**config.mk**
```make
export PLATFORM = sky130hd
export DESIGN_NAME = des_key_schedule_dec
export DESIGN_NICKNAME = d
export VERILOG_FILES = /design/src/rtl/des_key_schedule_dec.sv
export SDC_FILE = /design/constraint.sdc
export NUM_CORES = 1
export LEC_CHECK = 0
export ABC_CLOCK_PERIOD_IN_PS = 2380
export CAP_MARGIN = 20
export CORE_ASPECT_RATIO = 1.4
export CORE_MARGIN = 4
export CORE_UTILIZATION = 28
export CTS_BUF_LIST = sky130_fd_sc_hd__clkbuf_8
export DETAILED_ROUTE_END_ITERATION = 6
export GPL_ROUTABILITY_DRIVEN = 0
export PLACE_DENSITY = 0.57
export SETUP_SLACK_MARGIN = 0.02
export SLEW_MARGIN = 20
export SYNTH_ARGS = -nofsm -noshare
export SYNTH_HDL_FRONTEND = slang
export SYNTH_SLANG_ARGS = --single-unit
```
**constraint.sdc**
```tcl
create_clock -name clk -period 2.38 [get_ports clk]
set_input_delay 0.357 -clock clk [delete_from_list [all_inputs] [get_ports clk]]
set_output_delay 0.357 -clock clk [all_outputs]
set_load 0.01 [all_outputs]
```
**src/rtl/des_key_schedule_dec.sv**
```systemverilog
// rtl/des_key_schedule_dec.sv - DES decrypt-direction key scheduler, K16 down to K1
// Applies PC-1 once, then right-rotates C/D so each handshake exposes the next lower subkey.
module des_key_schedule_dec (
   input  logic        clk,
   input  logic        rst,
   input  logic        start,
   input  logic [63:0] key,
   output logic        busy,
   output logic        subkey_valid,
   input  logic        subkey_ready,
   output logic [47:0] subkey,
   output logic [3:0]  round,
   output logic        done
);

   localparam int pc1_tab [56] = '{
      57, 49, 41, 33, 25, 17,  9,
       1, 58, 50, 42, 34, 26, 18,
      10,  2, 59, 51, 43, 35, 27,
      19, 11,  3, 60, 52, 44, 36,
      63, 55, 47, 39, 31, 23, 15,
       7, 62, 54, 46, 38, 30, 22,
      14,  6, 61, 53, 45, 37, 29,
      21, 13,  5, 28, 20, 12,  4
   };

   localparam int pc2_tab [48] = '{
      14, 17, 11, 24,  1,  5,
       3, 28, 15,  6, 21, 10,
      23, 19, 12,  4, 26,  8,
      16,  7, 27, 20, 13,  2,
      41, 52, 31, 37, 47, 55,
      30, 40, 51, 45, 33, 48,
      44, 49, 39, 56, 34, 53,
      46, 42, 50, 36, 29, 32
   };

   typedef enum logic {
      IDLE,
      ISSUE
   } state_t;

   state_t      state, state_nxt;
   logic [27:0] c, d;
   logic [3:0]  rnd;
   logic        done_r;
   logic        handshake;
   logic        last;
   logic [3:0]  rnd_nxt;
   logic        rot_two;

   // FIPS bit n of a vector of width w lives at index w-n.
   function automatic logic [55:0] pc1(input logic [63:0] k);
      logic [55:0] r;
      r = '0;
      for (int i = 0; i < 56; i++) begin
         r[55-i] = k[64-pc1_tab[i]];
      end
      return r;
   endfunction

   function automatic logic [47:0] pc2(input logic [55:0] cd);
      logic [47:0] r;
      r = '0;
      for (int i = 0; i < 48; i++) begin
         r[47-i] = cd[56-pc2_tab[i]];
      end
      return r;
   endfunction

   function automatic logic [27:0] rotr(input logic [27:0] x, input logic two);
      return two ? {x[1:0], x[27:2]} : {x[0], x[27:1]};
   endfunction

   assign handshake = (state == ISSUE) && subkey_ready;
   assign last      = (rnd == 4'd15);
   assign rnd_nxt   = rnd + 4'd1;
   // Indices 1, 8 and 15 undo the single-bit encrypt shifts; all others rotate by two.
   assign rot_two   = !((rnd_nxt == 4'd1) || (rnd_nxt == 4'd8) || (rnd_nxt == 4'd15));

   always_ff @(posedge clk or posedge rst) begin
      if (rst) begin
         state <= IDLE;
      end else begin
         state <= state_nxt;
      end
   end

   always_comb begin
      state_nxt = state;
      case (state)
         IDLE:    if (start) state_nxt = ISSUE;
         ISSUE:   if (subkey_ready && last) state_nxt = IDLE;
         default: state_nxt = IDLE;
      endcase
   end

   always_ff @(posedge clk or posedge rst) begin
      if (rst) begin
         c      <= '0;
         d      <= '0;
         rnd    <= '0;
         done_r <= 1'b0;
      end else begin
         done_r <= handshake && last;
         if (state == IDLE) begin
            if (start) begin
               {c, d} <= pc1(key);
               rnd    <= '0;
            end
         end else if (handshake) begin
            if (last) begin
               rnd <= '0;
            end else begin
               rnd <= rnd_nxt;
               c   <= rotr(c, rot_two);
               d   <= rotr(d, rot_two);
            end
         end
      end
   end

   assign busy         = (state == ISSUE);
   assign subkey_valid = (state == ISSUE);
   assign subkey       = subkey_valid ? pc2({c, d}) : 48'h0;
   assign round        = rnd;
   assign done         = done_r;

endmodule

```
# After elaboration in Yosys (flattened, before gate mapping)
# Cells that the tools add are included.
# word_totals
input_bits	68
elab_cells	39
output_inout_bits	55
reg_bits	62
# op_classes
n_mux	18
addsub	1
reduce_logical	8
eq_ne	6
bitwise_logic	1
# ops
op	n
28-bit two-way mux	10
48-bit two-way mux	1
4-bit two-way mux	4
4-bit == test, second input constant	3
4-bit by 1-bit adder with 4-bit output, second input constant	1
4-bit by 1-bit == test with 1-bit output, second input constant	1
1-bit logical AND	3
3-bit AND reduction	1
1-bit logical OR	2
1-bit two-way mux	2
2-bit by 1-bit inequality test with 1-bit output, second input constant	1
2-bit inequality test, second input constant	1
1-bit case mux with 2 select lines	1
2-bit AND reduction	1
2-bit nonzero test	1
1-bit inverter	1

# Logic depth before layout (Yosys ltp)
# logic_depth
word_depth	8
ltp_mapped	8
mapped_depth_nobuf	7

# Least setup slack after synthesis
# OpenSTA, ideal clock, no wires.
# synth_path
path_kind	register to register
startpoint	register rnd[0], in the netlist round[0]
endpoint	register c[12]
path_stages_with_launch	9
setup_slack_ns	0.309
synth_period_minus_slack_ns	2.071
arrival_time_ns	1.939
path_buffers	2
path_cell_list	dfrtp_1 -> ha_1 -> and2_1 -> a221o_1 -> buf_6 -> nand2_8 -> buf_6 -> mux2i_1 -> o21ai_1
# synth_via
elab_chain_len	8
word_cells_on_any_way	13
# synth_lines
element	line	rtl
start, declared	45	logic [3:0] rnd;
start signal, assigned	115	rnd <= rnd_nxt;
4-bit by 1-bit adder with 4-bit output	77	assign rnd_nxt = rnd + 4'd1;
4-bit by 1-bit == test with 1-bit output / 4-bit == test (equally long branches)	79	assign rot_two = !((rnd_nxt == 4'd1) || (rnd_nxt == 4'd8) || (rnd_nxt == 4'd15));
1-bit logical OR (2 in a row)	79	
28-bit two-way mux	72	return two ? {x[1:0], x[27:2]} : {x[0], x[27:1]};
28-bit two-way mux	112	if (last) begin
28-bit two-way mux	111	end else if (handshake) begin
28-bit two-way mux	106	if (state == IDLE) begin
end signal, assigned	108	{c, d} <= pc1(key);
end signal, assigned	116	c <= rotr(c, rot_two);
end, declared	44	logic [27:0] c, d;
# Several ways; a longest one is shown, not always the timed one. The select of a mux whose other input is x is not followed.
# A chain may end at the register's enable or synchronous reset.

# Worst setup path in the final report
# layout_path
startpoint	register state, in the netlist busy
endpoint	output subkey[41]
# layout_via
elab_chain_len	1
# layout_lines
element	line	rtl
start, declared	43	state_t state, state_nxt;
start signal, assigned	85	state <= state_nxt;
48-bit two-way mux	125	assign subkey = subkey_valid ? pc2({c, d}) : 48'h0;
end, declared	11	output logic [47:0] subkey,
# Every way passes these cells.

==> metrics.txt <==
antenna violations before repair 1; Setup TNS 0 ps; vias per cell 5.21; crit path buf inv count 3; Layout area overhead 42.1%; Post-synth top cells dfrtp_1 (62), a21oi_1 (57), nor2_1 (47), mux2i_1 (36), and2_1 (35); H-tree depth 3; Top FF cell, synth dfrtp_1; pin count of the biggest net entering global routing 54; final count of hold timing violations 0; Netlist Area Pre-Place 0.00390 sq mm; FP Rows 50; Clk pin slew, worst setup/hold paths 80 ps; CP endpoint kind primary output; number of synthesized flops with an enable pin 0; CP Max Fanout 24; die span in y 148 microns; Static Leak 2.35 nW; min-delay worst type primary input to asynchronous set/reset pin; max_cap viols 0; post-DR wirelength/cell 18.4 microns; internal reg-to-reg setup slack 130 ps; Max Clk Rate 0.425 GHz; Tightest Pin Transition 708 ps; Final #Nets 639; Mean Syn Cell Area 8.53 sq um; GRT overflow 0; post-synthesis sequential area ratio 0.398; Final Power 7.51 mW; Critical Path Start Type register; reg2reg path depth 7; post-route minimum period 2350 ps; crit share post-route 0.989; pre-CTS WS 111 ps; I/O pins 123; Top delay family on crit path buffers and inverters; Synth async-reset ratio 1.00; initial drt markers 198; Slowest-stage cell, CP clkdlybuf4s50_1; final non-filler cell area 0.00554 sq mm; area share of the largest cell type after synthesis 0.398; critical path type register to primary output; Data required, critical path 2020 ps; CP Data Arrival Time 2000 ps; RSZ-0062 raised after global routing no; worst path cell trace buf_4 -> clkinv_1 -> nor2_1 -> clkdlybuf4s50_1; top cells by area, synth dfrtp_1 (40%), mux2i_1 (9.2%), a21oi_1 (7.3%); Clk Latency, worst-skew pair 350 ps; residual DRC count 0; first-pass GRT wire length 21,900 microns; yosys warns 0; Max clock buf depth 2; clock buffer count from CTS 9; #FFs+latches synth 62; Critical R2R Capture d[18]$_DFFE_PP0P_; IO buf count 114; most frequent cell after synthesis dfrtp_1; die area 0.0159 sq mm; DR vias 3,939; total clock sinks 62; layout cells sized above 1 0.0873; Final Util 0.410; outcome finished, final reports clean; post-synth top area cell dfrtp_1; Final Max Tran Viols 0; DP Area 0.00528 sq mm; vias in the first global route 4,056; Gate Count Post-Synth 457; DRT Wirelength 13,900 microns; Cell variety after synth 39; antenna viol nets, final 0; TritonCTS clock tree built; final setup violation count 0; max_slew headroom 0.526; DP HPWL 9570 microns; Worst VDD drop 0.542 mV; hold_buf cts 0; GRT Util Overall 0.176; skew final 10.4 ps; core area 0.0135 sq mm; drt pass-1 iters 4; reg2reg start round[0]$_DFFE_PP0P_; Pwr Density 1350 mW/mm^2; syn nets 528; Root Buffer clkbuf_8; Initial Util 0.289; Die Wd 108 microns; Crit path largest cell delay 600 ps; final setup margin 27.0 ps
-- layout make-up --
cell class              count  area [sq um]
inverters                  19          71.3
fillers                  1401          7970
diodes                      1          2.50
well taps                 182           228
clock inverters             7           113
flip-flops and latches     62          1550
repair buffers            135          1340
multi-input cells         341          2120
clock buffers               9           124
-- how the worst max path moves through the flow --
stage | startpoint | end | cells past startpoint
floorplan | round[0]$_DFFE_PP0P_ | c[12]$_DFFE_PP0P_ | 8
global placement | round[0]$_DFFE_PP0P_ | d[16]$_DFFE_PP0P_ | 7
detailed placement | round[0]$_DFFE_PP0P_ | d[18]$_DFFE_PP0P_ | 7
CTS | busy$_DFF_PP0_ | subkey[41] | 4
global route | busy$_DFF_PP0_ | subkey[41] | 4
finish | busy$_DFF_PP0_ | subkey[41] | 4
-- per-layer routing --
| layer | vias up | share of wire | global-route usage |
|---|---|---|---|
| met3 | 31 | 0.047 | 0.0310 |
| met5 | - | 0 | 0 |
| met4 | 0 | 0.035 | 0.0872 |
| met2 | 139 | 0.52 | 0.295 |
| li1 | 1851 | - | - |
| met1 | 1918 | 0.40 | 0.216 |
-- cells by family after synthesis --
family,Yosys count,synth area share
buffers and inverters,55,0.0680
AO/OA/AOI/OAI,144,0.229
multiplexers,36,0.0924
adder cells (fa/ha/maj),3,0.00963
flip-flops,62,0.398
AND/OR/NAND/NOR,157,0.203
-- layout by cell type, fill, tap and decap left out, drive strengths merged, types with 9 or more instances in the layout --
master / netlist / routed
nand3: 27 / 27
a21oi: 57 / 57
o21ai: 30 / 30
mux2i: 36 / 36
nand2: 27 / 28
and3: 18 / 18
and2: 35 / 35
a31oi: 24 / 24
inv: 18 / 18
clkdlybuf4s50: 0 / 114
dfrtp: 62 / 62
clkbuf: 22 / 9
nor2: 49 / 49
buf: 14 / 21
a211oi: 12 / 12
-- state kept, by name (all words and copies together) (netlist names) --
name   flops
d         28
done       1
round      4
c         28
busy       1
-- worst min-delay path, stage by stage --
cell             delay, ps
clkdlybuf4s50_1        410
inv_2                   60
buf_4                  260
-- power breakdown --
group	total, mW	internal [mW]	switching (mW)
registers	1.91	1.53	0.384
logic	4.44	2.12	2.33
clock network	1.15	0.690	0.461
total	7.51	4.34	3.17
-- repair_timing --
action / in CTS / in global routing
endpoints found under the hold margin: 0 / 0
setup buffers: 0 / 2
gates resized for setup: 0 / 1
endpoints found under the setup margin: 0 / 3
-- per-stage QoR --
step / hold WS (ps) / instances
2_1_floorplan: 465 / 457
3_3_place_gp: 484 / 736
3_5_place_dp: 494 / 736
4_1_cts: 366 / 752
5_1_grt: 406 / 756
6_report: 361 / 756
No activity file was read; power rests on OpenSTA's default activity.
